File: src/rtl/req_ack_tracker.sv
// rtl/req_ack_tracker.sv - multi-channel request/acknowledge handshake monitor
//
// Purpose:
//   Each rising edge of req[ch] is queued as an outstanding transaction.
//   Each rising edge of ack[ch] retires the oldest one, in order.
//   Early, timed-out, spurious and overflowing handshakes are flagged.
//
// Ports:
//   clk, rst      clock (posedge); asynchronous active-high reset
//   req, ack      per-channel request / acknowledge levels
//   clear         synchronous clear of req_cnt, ack_cnt, err_any, lat_max
//   ack_ok        1-cycle pulse: ack matched within [MIN_LAT, MAX_LAT]
//   err_early     1-cycle pulse: ack matched with latency below MIN_LAT
//   err_timeout   1-cycle pulse: oldest request reached MAX_LAT without ack
//   err_spurious  1-cycle pulse: ack with nothing outstanding
//   err_overflow  1-cycle pulse: req while MAX_OUT requests outstanding
//   err_any       sticky OR of all error pulses
//   outstanding   per-channel outstanding count, OUT_W bits each
//   req_cnt       per-channel req rising-edge count, CNT_W bits each
//   ack_cnt       per-channel ack rising-edge count, CNT_W bits each
//   lat_max       per-channel max matched latency, LAT_W bits each
//
// Build option:
//   LAT_STATS_EN  when defined, lat_max tracks the largest ack_ok latency;
//                 otherwise lat_max is tied to zero.
module req_ack_tracker #(
    parameter int NUM_CH  = 4,
    parameter int MAX_OUT = 4,
    parameter int MIN_LAT = 1,
    parameter int MAX_LAT = 7,
    parameter int CNT_W   = 8,
    parameter int OUT_W   = $clog2(MAX_OUT + 1),
    parameter int LAT_W   = $clog2(MAX_LAT + 2)
) (
    input  logic                    clk,
    input  logic                    rst,
    input  logic [NUM_CH-1:0]       req,
    input  logic [NUM_CH-1:0]       ack,
    input  logic                    clear,
    output logic [NUM_CH-1:0]       ack_ok,
    output logic [NUM_CH-1:0]       err_early,
    output logic [NUM_CH-1:0]       err_timeout,
    output logic [NUM_CH-1:0]       err_spurious,
    output logic [NUM_CH-1:0]       err_overflow,
    output logic                    err_any,
    output logic [NUM_CH*OUT_W-1:0] outstanding,
    output logic [NUM_CH*CNT_W-1:0] req_cnt,
    output logic [NUM_CH*CNT_W-1:0] ack_cnt,
    output logic [NUM_CH*LAT_W-1:0] lat_max
);

    localparam int PTR_W = (MAX_OUT > 1) ? $clog2(MAX_OUT) : 1;
    localparam logic [LAT_W-1:0] MIN_L    = LAT_W'(MIN_LAT);
    localparam logic [LAT_W-1:0] MAX_L    = LAT_W'(MAX_LAT);
    localparam logic [PTR_W-1:0] LAST_PTR = PTR_W'(MAX_OUT - 1);
    localparam logic [OUT_W-1:0] FULL_CNT = OUT_W'(MAX_OUT);

    logic [NUM_CH-1:0] req_q, req_d;
    logic [NUM_CH-1:0] ack_q, ack_d;

    logic [LAT_W-1:0]  age_q [NUM_CH][MAX_OUT];
    logic [LAT_W-1:0]  age_d [NUM_CH][MAX_OUT];
    logic [PTR_W-1:0]  rd_ptr_q [NUM_CH];
    logic [PTR_W-1:0]  rd_ptr_d [NUM_CH];
    logic [PTR_W-1:0]  wr_ptr_q [NUM_CH];
    logic [PTR_W-1:0]  wr_ptr_d [NUM_CH];
    logic [OUT_W-1:0]  count_q [NUM_CH];
    logic [OUT_W-1:0]  count_d [NUM_CH];
    logic [CNT_W-1:0]  req_cnt_q [NUM_CH];
    logic [CNT_W-1:0]  req_cnt_d [NUM_CH];
    logic [CNT_W-1:0]  ack_cnt_q [NUM_CH];
    logic [CNT_W-1:0]  ack_cnt_d [NUM_CH];

    logic [NUM_CH-1:0] ack_ok_q, ack_ok_d;
    logic [NUM_CH-1:0] err_early_q, err_early_d;
    logic [NUM_CH-1:0] err_timeout_q, err_timeout_d;
    logic [NUM_CH-1:0] err_spurious_q, err_spurious_d;
    logic [NUM_CH-1:0] err_overflow_q, err_overflow_d;
    logic              err_any_q, err_any_d;

    logic [NUM_CH-1:0] req_rise, ack_rise;
    logic [NUM_CH-1:0] ack_pop, tmo_pop, do_pop, do_push;
    logic [LAT_W-1:0]  oldest_age [NUM_CH];

    // Event decode: the age at rd_ptr is the latency of the oldest request
    // as seen at this edge, since a push stores 1 and every edge adds 1.
    always_comb begin
        req_d          = req;
        ack_d          = ack;
        req_rise       = '0;
        ack_rise       = '0;
        ack_pop        = '0;
        tmo_pop        = '0;
        do_pop         = '0;
        do_push        = '0;
        ack_ok_d       = '0;
        err_early_d    = '0;
        err_timeout_d  = '0;
        err_spurious_d = '0;
        err_overflow_d = '0;
        for (int ch = 0; ch < NUM_CH; ch++) begin
            oldest_age[ch] = age_q[ch][rd_ptr_q[ch]];
            req_rise[ch]   = req[ch] & ~req_q[ch];
            ack_rise[ch]   = ack[ch] & ~ack_q[ch];
            // An ack always takes precedence over a timeout of the same entry,
            // which makes an ack at exactly MAX_LAT legal.
            ack_pop[ch]    = ack_rise[ch] & (count_q[ch] != '0);
            tmo_pop[ch]    = ~ack_rise[ch] & (count_q[ch] != '0) & (oldest_age[ch] >= MAX_L);
            do_pop[ch]     = ack_pop[ch] | tmo_pop[ch];
            // A pop in the same cycle frees a slot before the push is judged.
            do_push[ch]    = req_rise[ch] & ((count_q[ch] != FULL_CNT) | do_pop[ch]);

            ack_ok_d[ch]       = ack_pop[ch] & (oldest_age[ch] >= MIN_L) & (oldest_age[ch] <= MAX_L);
            err_early_d[ch]    = ack_pop[ch] & (oldest_age[ch] < MIN_L);
            err_timeout_d[ch]  = tmo_pop[ch];
            err_spurious_d[ch] = ack_rise[ch] & (count_q[ch] == '0);
            err_overflow_d[ch] = req_rise[ch] & ~do_push[ch];
        end
    end

    // Buffer, counter and sticky-error next state.
    always_comb begin
        age_d    = age_q;
        rd_ptr_d = rd_ptr_q;
        wr_ptr_d = wr_ptr_q;
        count_d  = count_q;
        for (int ch = 0; ch < NUM_CH; ch++) begin
            // Free slots age too; their contents are never read.
            for (int i = 0; i < MAX_OUT; i++) begin
                age_d[ch][i] = age_q[ch][i] + LAT_W'(1);
            end
            if (do_pop[ch]) begin
                rd_ptr_d[ch] = (rd_ptr_q[ch] == LAST_PTR) ? '0 : rd_ptr_q[ch] + PTR_W'(1);
            end
            if (do_push[ch]) begin
                age_d[ch][wr_ptr_q[ch]] = LAT_W'(1);
                wr_ptr_d[ch] = (wr_ptr_q[ch] == LAST_PTR) ? '0 : wr_ptr_q[ch] + PTR_W'(1);
            end
            count_d[ch]   = count_q[ch] + OUT_W'(do_push[ch]) - OUT_W'(do_pop[ch]);
            // Clear zeroes the base; an event in the same cycle is still counted.
            req_cnt_d[ch] = (clear ? '0 : req_cnt_q[ch]) + CNT_W'(req_rise[ch]);
            ack_cnt_d[ch] = (clear ? '0 : ack_cnt_q[ch]) + CNT_W'(ack_rise[ch]);
        end
        err_any_d = clear ? 1'b0 : err_any_q;
        if ((err_early_d | err_timeout_d | err_spurious_d | err_overflow_d) != '0) begin
            err_any_d = 1'b1;
        end
    end

    always_ff @(posedge clk or posedge rst) begin
        if (rst) begin
            req_q          <= '0;
            ack_q          <= '0;
            ack_ok_q       <= '0;
            err_early_q    <= '0;
            err_timeout_q  <= '0;
            err_spurious_q <= '0;
            err_overflow_q <= '0;
            err_any_q      <= 1'b0;
            for (int ch = 0; ch < NUM_CH; ch++) begin
                rd_ptr_q[ch]  <= '0;
                wr_ptr_q[ch]  <= '0;
                count_q[ch]   <= '0;
                req_cnt_q[ch] <= '0;
                ack_cnt_q[ch] <= '0;
                for (int i = 0; i < MAX_OUT; i++) begin
                    age_q[ch][i] <= '0;
                end
            end
        end else begin
            req_q          <= req_d;
            ack_q          <= ack_d;
            ack_ok_q       <= ack_ok_d;
            err_early_q    <= err_early_d;
            err_timeout_q  <= err_timeout_d;
            err_spurious_q <= err_spurious_d;
            err_overflow_q <= err_overflow_d;
            err_any_q      <= err_any_d;
            rd_ptr_q       <= rd_ptr_d;
            wr_ptr_q       <= wr_ptr_d;
            count_q        <= count_d;
            req_cnt_q      <= req_cnt_d;
            ack_cnt_q      <= ack_cnt_d;
            age_q          <= age_d;
        end
    end

    assign ack_ok       = ack_ok_q;
    assign err_early    = err_early_q;
    assign err_timeout  = err_timeout_q;
    assign err_spurious = err_spurious_q;
    assign err_overflow = err_overflow_q;
    assign err_any      = err_any_q;

    always_comb begin
        outstanding = '0;
        req_cnt     = '0;
        ack_cnt     = '0;
        for (int ch = 0; ch < NUM_CH; ch++) begin
            outstanding[ch*OUT_W +: OUT_W] = count_q[ch];
            req_cnt[ch*CNT_W +: CNT_W]     = req_cnt_q[ch];
            ack_cnt[ch*CNT_W +: CNT_W]     = ack_cnt_q[ch];
        end
    end

`ifdef LAT_STATS_EN
    logic [LAT_W-1:0] lat_max_q [NUM_CH];
    logic [LAT_W-1:0] lat_max_d [NUM_CH];

    always_comb begin
        for (int ch = 0; ch < NUM_CH; ch++) begin
            lat_max_d[ch] = clear ? '0 : lat_max_q[ch];
            if (ack_ok_d[ch] && (oldest_age[ch] > lat_max_d[ch])) begin
                lat_max_d[ch] = oldest_age[ch];
            end
        end
    end

    always_ff @(posedge clk or posedge rst) begin
        if (rst) begin
            for (int ch = 0; ch < NUM_CH; ch++) begin
                lat_max_q[ch] <= '0;
            end
        end else begin
            lat_max_q <= lat_max_d;
        end
    end

    always_comb begin
        lat_max = '0;
        for (int ch = 0; ch < NUM_CH; ch++) begin
            lat_max[ch*LAT_W +: LAT_W] = lat_max_q[ch];
        end
    end
`else
    assign lat_max = '0;
`endif

endmodule
File: config.mk
export PLATFORM = sky130hd
export DESIGN_NAME = req_ack_tracker
export DESIGN_NICKNAME = d
export VERILOG_FILES = /design/src/rtl/req_ack_tracker.sv
export SDC_FILE = /design/constraint.sdc
export NUM_CORES = 1
export LEC_CHECK = 0
export ABC_AREA = 1
export ABC_CLOCK_PERIOD_IN_PS = 12080
export BUFFER_PORTS_ARGS = -buffer_cell sky130_fd_sc_hd__buf_2
export CAP_MARGIN = 10
export CELL_PAD_IN_SITES_DETAIL_PLACEMENT = 2
export CELL_PAD_IN_SITES_GLOBAL_PLACEMENT = 2
export CORE_ASPECT_RATIO = 0.5
export CORE_MARGIN = 2
export CORE_UTILIZATION = 39
export DETAILED_ROUTE_END_ITERATION = 6
export PLACE_DENSITY_LB_ADDON = 0.1
export SYNTH_ARGS = -nofsm -noshare
export SYNTH_HDL_FRONTEND = slang
export SYNTH_SLANG_ARGS = --single-unit
File: constraint.sdc
create_clock -name clk -period 12.08 [get_ports clk]
set_input_delay 1.208 -clock clk [delete_from_list [all_inputs] [get_ports clk]]
set_output_delay 1.208 -clock clk [all_outputs]
set_load 0.02 [all_outputs]
==> results of run 1 <==
## per-stage QoR
stage / total power, mW / hold slack (ns) / cells / setup slack, ns
after CTS: 2.646 / 0.4756 / 1398 / 8.749
after detailed placement: 2.073 / 0.4669 / 1368 / 8.305
after global routing: 2.847 / 0.4835 / 1398 / 8.598
after global placement: 1.975 / 0.4528 / 1368 / 8.507
final: 2.595 / 0.4704 / 1398 / 8.770
after floorplan: 1.764 / 0.4645 / 984 / 5.843
## sequential cells by signal, summed over array words and instances (netlist names), 8 cells and up
signal	cells
req_cnt	32
rd_ptr_q	8
age_q	64
outstanding	12
wr_ptr_q	8
ack_cnt	32
## layout make-up
| type | count | area share, % |
|---|---|---|
| sequential | 185 | 44.68 |
| multi-input combinational | 634 | 35.93 |
| timing repair buffer | 108 | 5.241 |
| inverter | 134 | 5.096 |
| clock buffer | 21 | 4.637 |
| tap | 307 | 3.707 |
| clock inverter | 9 | 0.7125 |
## kinds of logic after synthesis
logic type	synth area share, %
xor gates and xnor gates	7.062
DFF	51.13
other	0.04142
and+or+nand+nor	19.69
adders and majority gates	9.176
AOI/OAI and AO/OA	4.519
buffers and inverters	8.375
## where the power goes
group,internal [mW],switching (mW)
logic,0.396,0.633
registers,0.814,0.204
clock network,0.301,0.247
total,1.51,1.08
## placed cells by master (no fill, tap or decap), types with 21 or more instances in the layout
| master | n |
|---|---|
| buf_2 | 107 |
| xor2_1 | 46 |
| nand3_1 | 67 |
| nor3_1 | 21 |
| xnor2_1 | 27 |
| dfrtp_1 | 185 |
| nor2_1 | 105 |
| ha_1 | 60 |
| a21oi_1 | 22 |
| inv_1 | 125 |
| nand2_1 | 182 |
## critical path: stages
cell and delay [ns]:
buf_2 0.09, inv_1 0.04, or2_2 0.31, nor2_1 0.23, inv_1 0.12, nand3_1 0.12
nand2_2 0.22, ha_1 0.36, inv_1 0.06, ha_1 0.14, inv_1 0.05, fa_1 0.37
xnor2_1 0.18, xor2_1 0.17
## per-layer routing
metal / vias to the layer above / wire length [um]
li1: 3228 / -
met1: 3453 / 10890
met2: 64 / 12180
met5: - / 0
met3: 24 / 605
met4: 0 / 369
## worst max-delay path by stage
stage                     cells past startpoint    from                  endpoint
after global routing                         14  ack[1]  outstanding[5]$_DFF_PP0_
after floorplan                               1     rst      ack_cnt[0]$_DFF_PP0_
final                                        14  ack[2]  outstanding[8]$_DFF_PP0_
after detailed placement                     14  ack[2]  outstanding[8]$_DFF_PP0_
after CTS                                    14  ack[2]  outstanding[8]$_DFF_PP0_
after global placement                       14  ack[2]  outstanding[8]$_DFF_PP0_
==> qor.txt, run 1 <==
# rows = 39
Yosys reg bits = 185
CP max FO = 13
HP Class = reg2reg
Hold Fails Final Rpt = 0
Syn_area_per_cell = 9.343 um^2
Met2 usage = 36.91%
R2R Setup Slk = 8.93 ns
Power Dens Cells = 250.4 nW/um^2
Commonest cells in the netlist = dfrtp_1, nand2_1, inv_1
Fin crit period = 3.310 ns
Dpl hpwl = 17680 um
Router iterations before antenna repair = 4
Slew @ Worst Pin = 0.9968 ns
CTS H-tree lvls = 4
Filler cells = 2511
Final wirelength = 24040 um
Startpoint Class = primary input
Fin util = 45.47%
Setup_tns = 0 ns
Top cells by area, synth = dfrtp_1, ha_1, nand2_1
Final setup viols = 0
Met1 Use GR = 26.73%
Area grow syn2layout = 14.44%
Post-synth top area share = 51.13%
Wirelength per Cell = 17.20 um
CORE AREA = 22790 um^2
RePlAce Congestion = 0.7705
Post-synth top area cell = dfrtp_1
Hold EP = req_cnt[27]$_DFF_PP0_
Worst hold start = req_cnt[27]$_DFF_PP0_
Leakage Power = 5.410 nW
Gate Count Post-Synth = 969
CTS clk-pin slew, worst paths = 0.06 ns
Setup Buffers After CTS = 0
First DRT Iteration DRCs = 273
Max Slew Vio Count = 0
Ys Warns = 0
Register area share after synthesis = 51.13%
Max-Cap Viols = 0
GR met3 Demand/Resource = 4.208%
Port bufs = 107
# diodes = 0
Largest net degree at the start of global routing = 112
Root buf cell = clkbuf_16
Die area = 24520 um^2
Placed cell area = 9807 um^2
Die Y = 111.7 um
Overflow after GRT = 0
Worst R2R Path Depth = 14
CTS tree = built
Worst reg2reg path startpoint = rd_ptr_q[2]$_DFFE_PP0P_
Detailed-route DRC error count = 0
Hold_buf cts = 0
Number of synthesized flops with an enable pin = 0
Clock Skew = 0.01145 ns
VDD IR max = 0.00009629 V
Initial core utilization = 39.73%
Req. time, crit path = 12.44 ns
Clock Latency Late Sink = 0.45 ns
Synth cell types = 35
Element type at the critical path end = flop
Ys async rst share = 100.0%
Worst Path Arrival = 3.67 ns
Most common cell in the netlist = dfrtp_1
Final Cycle Share = 27.40%
Resize count post-CTS = 0
Clock tree sinks = 185
Design Area, Final = 10360 um^2
Initial antenna violation count = 0
ANT nets after route = 0
Overall Global Routing Usage = 21.14%
Layout cells sized above 1 = 16.04%
Die W = 219.5 um
Final net count = 1155
I/O pin total = 124
Fmax = 0.3021 GHz
Outcome = finished, final reports clean
Global-route wire length before repair = 40130 um
Vias = 6769
Post-Syn Area = 9054 um^2
CTS Buf Count = 17
Primary FF master, synth = dfrtp_1
Crit Reg-Reg Endpoint = outstanding[8]$_DFF_PP0_
Vias/cell = 4.842
Hold Path Cell Cnt = 1
Multi-input logic area = 3722 um^2
RSZ-0062 raised after global routing = no
Critical path type = in2reg
Slew HR = 33.55%
Register area = 4629 um^2
CTS max path bufs = 2
Vias in the first global route = 7570
GRT busiest layer = met2
No activity file was read; power rests on OpenSTA's default activity.
==> inputs of run 2 (changes only) <==
Settings changed: ABC_CLOCK_PERIOD_IN_PS 12080 to 3170, CORE_UTILIZATION 39 to 36.
Clock period 12.08 ns to 3.17 ns, I/O delays scaled along.
==> run 2 against run 1 <==
Effect of this change: non-clock buffer count increased by 19; critical endpoint is now outstanding[5]$_DFF_PP0_; largest cell class unchanged; worst hold slack got worse by 0.37 ns; final cell count increased by 3.5%; global-route usage decreased by 1.3 points.
==> qor.txt, run 2 (same netlist as run 1, synthesis figures left out) <==
Outcome = finished, final reports clean
Wire length on met2 = 12410 um (+1.9%)
Setup_tns = 0 ns (unchanged)
Final Cycle Share = 91.50%
Filler cells = 2707 (+7.8%)
Setup Buffers After CTS = 0 (unchanged)
Global-route wire length before repair = 40940 um (+2.0%)
Placement Setup Slack = 0.2414 ns (-8.064 ns)
Slowest CP cell = dfrtp_1
Register area = 4629 um^2 (unchanged)
Overall Global Routing Usage = 19.86% (-1.3 points)
HP Class = in2async
Multi-input logic area = 3722 um^2 (unchanged)
DR WL met3 = 535 um (-12%)
Overflow after GRT = 0 (unchanged)
CTS max path bufs = 2 (unchanged)
Critical path type = reg2reg
Worst Path Arrival = 3.27 ns (-0.40 ns)
Crit path largest cell delay = 0.51 ns (+0.14 ns)
Wl on met1 = 11180 um (+2.7%)
Max Used Layer = met4
Port bufs = 107 (unchanged)
Layout cells sized above 1 = 16.47% (+0.43 points)
CTS H-tree lvls = 4 (unchanged)
Clock Skew = 0.006258 ns (-0.005195 ns)
Startpoint Class = flop
Hold Fails Final Rpt = 0 (unchanged)
Worst R2R Path Depth = 14 (unchanged)
Initial core utilization = 37.22% (-2.5 points)
Wirelength per Cell = 16.98 um (-1.2%)
# rows = 40 (+2.6%)
Vias/cell = 4.728 (-2.4%)
Die W = 228.3 um (+4.0%)
VDD IR max = 0.0004403 V (+360%)
Req. time, crit path = 3.54 ns (-8.90 ns)
CTS tree = built
CTS Buf Count = 17 (unchanged)
Router iterations before antenna repair = 4 (unchanged)
Pint = 5.947 mW (+290%)
CORE AREA = 24320 um^2 (+6.7%)
Slew HR = 29.93% (-3.6 points)
RSZ-0062 raised after global routing = no
Initial antenna violation count = 0 (unchanged)
Stages on the worst setup path = 14 (unchanged)
Die Y = 116.1 um (+3.9%)
# diodes = 0 (unchanged)
RePlAce Congestion = 0.7636 (-0.90%)
Fmax = 0.3448 GHz
Commonest cells after routing, fill and taps aside = dfrtp_1, nand2_1, inv_1, buf_2, nor2_1
Detailed-route DRC error count = 0 (unchanged)
Clock tree sinks = 185 (unchanged)
Commonest non-fill, non-tap cell in the layout = dfrtp_1
Vias = 6841 (+1.1%)
CP max FO = 13 (unchanged)
Switch Pwr = 4.138 mW (+280%)
Power Total = 10.09 mW (+290%)
Critical Path, Cell by Cell = inv_4 -> nand2_1 -> nand3_1 -> nand2_1 -> a21oi_2 -> nand2_2 -> nand3_1 -> nand2_2 -> ha_1 -> inv_1 -> ha_1 -> fa_1 -> xnor2_1 -> xor2_1
Top reg by flops = age_q
CTS clk-pin slew, worst paths = 0.07 ns (about the same)
Power Dens Cells = 946.9 nW/um^2 (+280%)
Largest net degree at the start of global routing = 41 (-63%)
Max-Cap Viols = 0 (unchanged)
Setup WS post-layout = 0.2694 ns (-8.500 ns)
Root buf cell = clkbuf_16
Slew @ Worst Pin = 1.049 ns (+0.05211 ns)
ANT nets after route = 0 (unchanged)
Clock Latency Late Sink = 0.45 ns (about the same)
Fin crit period = 2.901 ns
Critical path buffers and inverters = 2 (-3)
Logic pwr share = 39.5% (about the same)
Max reg flops = 64 (unchanged)
I/O pin total = 124 (unchanged)
Area grow syn2layout = 17.63%
Final net count = 1174 (+1.6%)
Die area = 26510 um^2 (+8.1%)
Clock power share = 22.1% (+1.0 points)
Flop pwr share = 38.3% (-0.9 points)
Final wirelength = 24570 um (+2.2%)
Dpl hpwl = 18470 um (+4.5%)
Net Sw Frac = 41.03% (-0.73 points)
Vias in the first global route = 7619 (+0.65%)
Final setup viols = 0 (unchanged)
First DRT Iteration DRCs = 282 (+3.3%)
Crit path max-delay family = adder cells
Max Slew Vio Count = 0 (unchanged)
Leakage Power = 5.516 nW (+2.0%)
Element type at the critical path end = flop
-- run 2: changes by cell type in the layout (fill, tap and decap cells not counted) --
| cell | previous run | this run |
|---|---|---|
| dlygate4sd3_1 | 0 | 8 |
| buf_4 | 1 | 8 |
| clkinv_2 | 7 | 2 |
| buf_12 | 0 | 4 |
| clkbuf_1 | 0 | 4 |
| bufinv_16 | 1 | 3 |
| clkinvlp_4 | 0 | 2 |
| clkbuf_8 | 4 | 3 |
| inv_8 | 1 | 0 |
-- run 2: area by class of cell --
class | instances | share of cell area [%]
flip-flops and latches | 185 | 43.47
multi-input cells | 634 | 34.95
repair buffers | 127 | 7.096
inverters | 134 | 4.922
clock buffers | 24 | 4.523
well taps | 336 | 3.947
clock inverters | 7 | 1.093
-- run 2: final timing paths --
path / from / end / slack [ns]
worst max-delay path: rd_ptr_q[4]$_DFFE_PP0P_ / outstanding[5]$_DFF_PP0_ / 0.27
worst min-delay path: rst / err_timeout[1]$_DFF_PP0_ / 0.10
worst max register to register: rd_ptr_q[4]$_DFFE_PP0P_ / outstanding[5]$_DFF_PP0_ / 0.27
worst min register to register: req_cnt[27]$_DFF_PP0_ / req_cnt[27]$_DFF_PP0_ / 0.48
max in group asynchronous: rst / age_q[59]$_DFF_PP0_ / 2.33
min in group clk: clear / ack_cnt[24]$_DFF_PP0_ / 0.30
-- run 2: through the flow --
step                      hold WS (ns)  cell area [um^2]  cells  utilization [%]
after floorplan                 0.3484              9114    984                -
after global placement          0.4406              9972   1408            41.00
after detailed placement        0.4426              9972   1408            41.00
after CTS                       0.1196             10650   1447            43.79
after global routing            0.1577             10650   1447            43.79
final                           0.1027             10650   1447            43.79
-- run 2: power by group through the flow --
stage	combinational, mW	clock [mW]	sequential (mW)
after floorplan	2.90	0	3.82
after global placement	3.72	0	3.89
after detailed placement	4.02	0	3.92
after CTS	4.10	2.30	3.89
after global routing	4.65	2.40	4.00
final	3.99	2.23	3.87
-- run 2: per-layer routing --
metal  GRT usage [%]  up-vias
li1                -     3271
met1           24.88     3476
met2           35.33       66
met3           3.491       28
met4           6.885        0
met5               0        -
-- run 2: what timing repair did --
action | 4_1_cts | 5_1_grt
hold buffers | 8 | 0
hold endpoints to repair | 8 | 0
gates resized for setup | 0 | 0
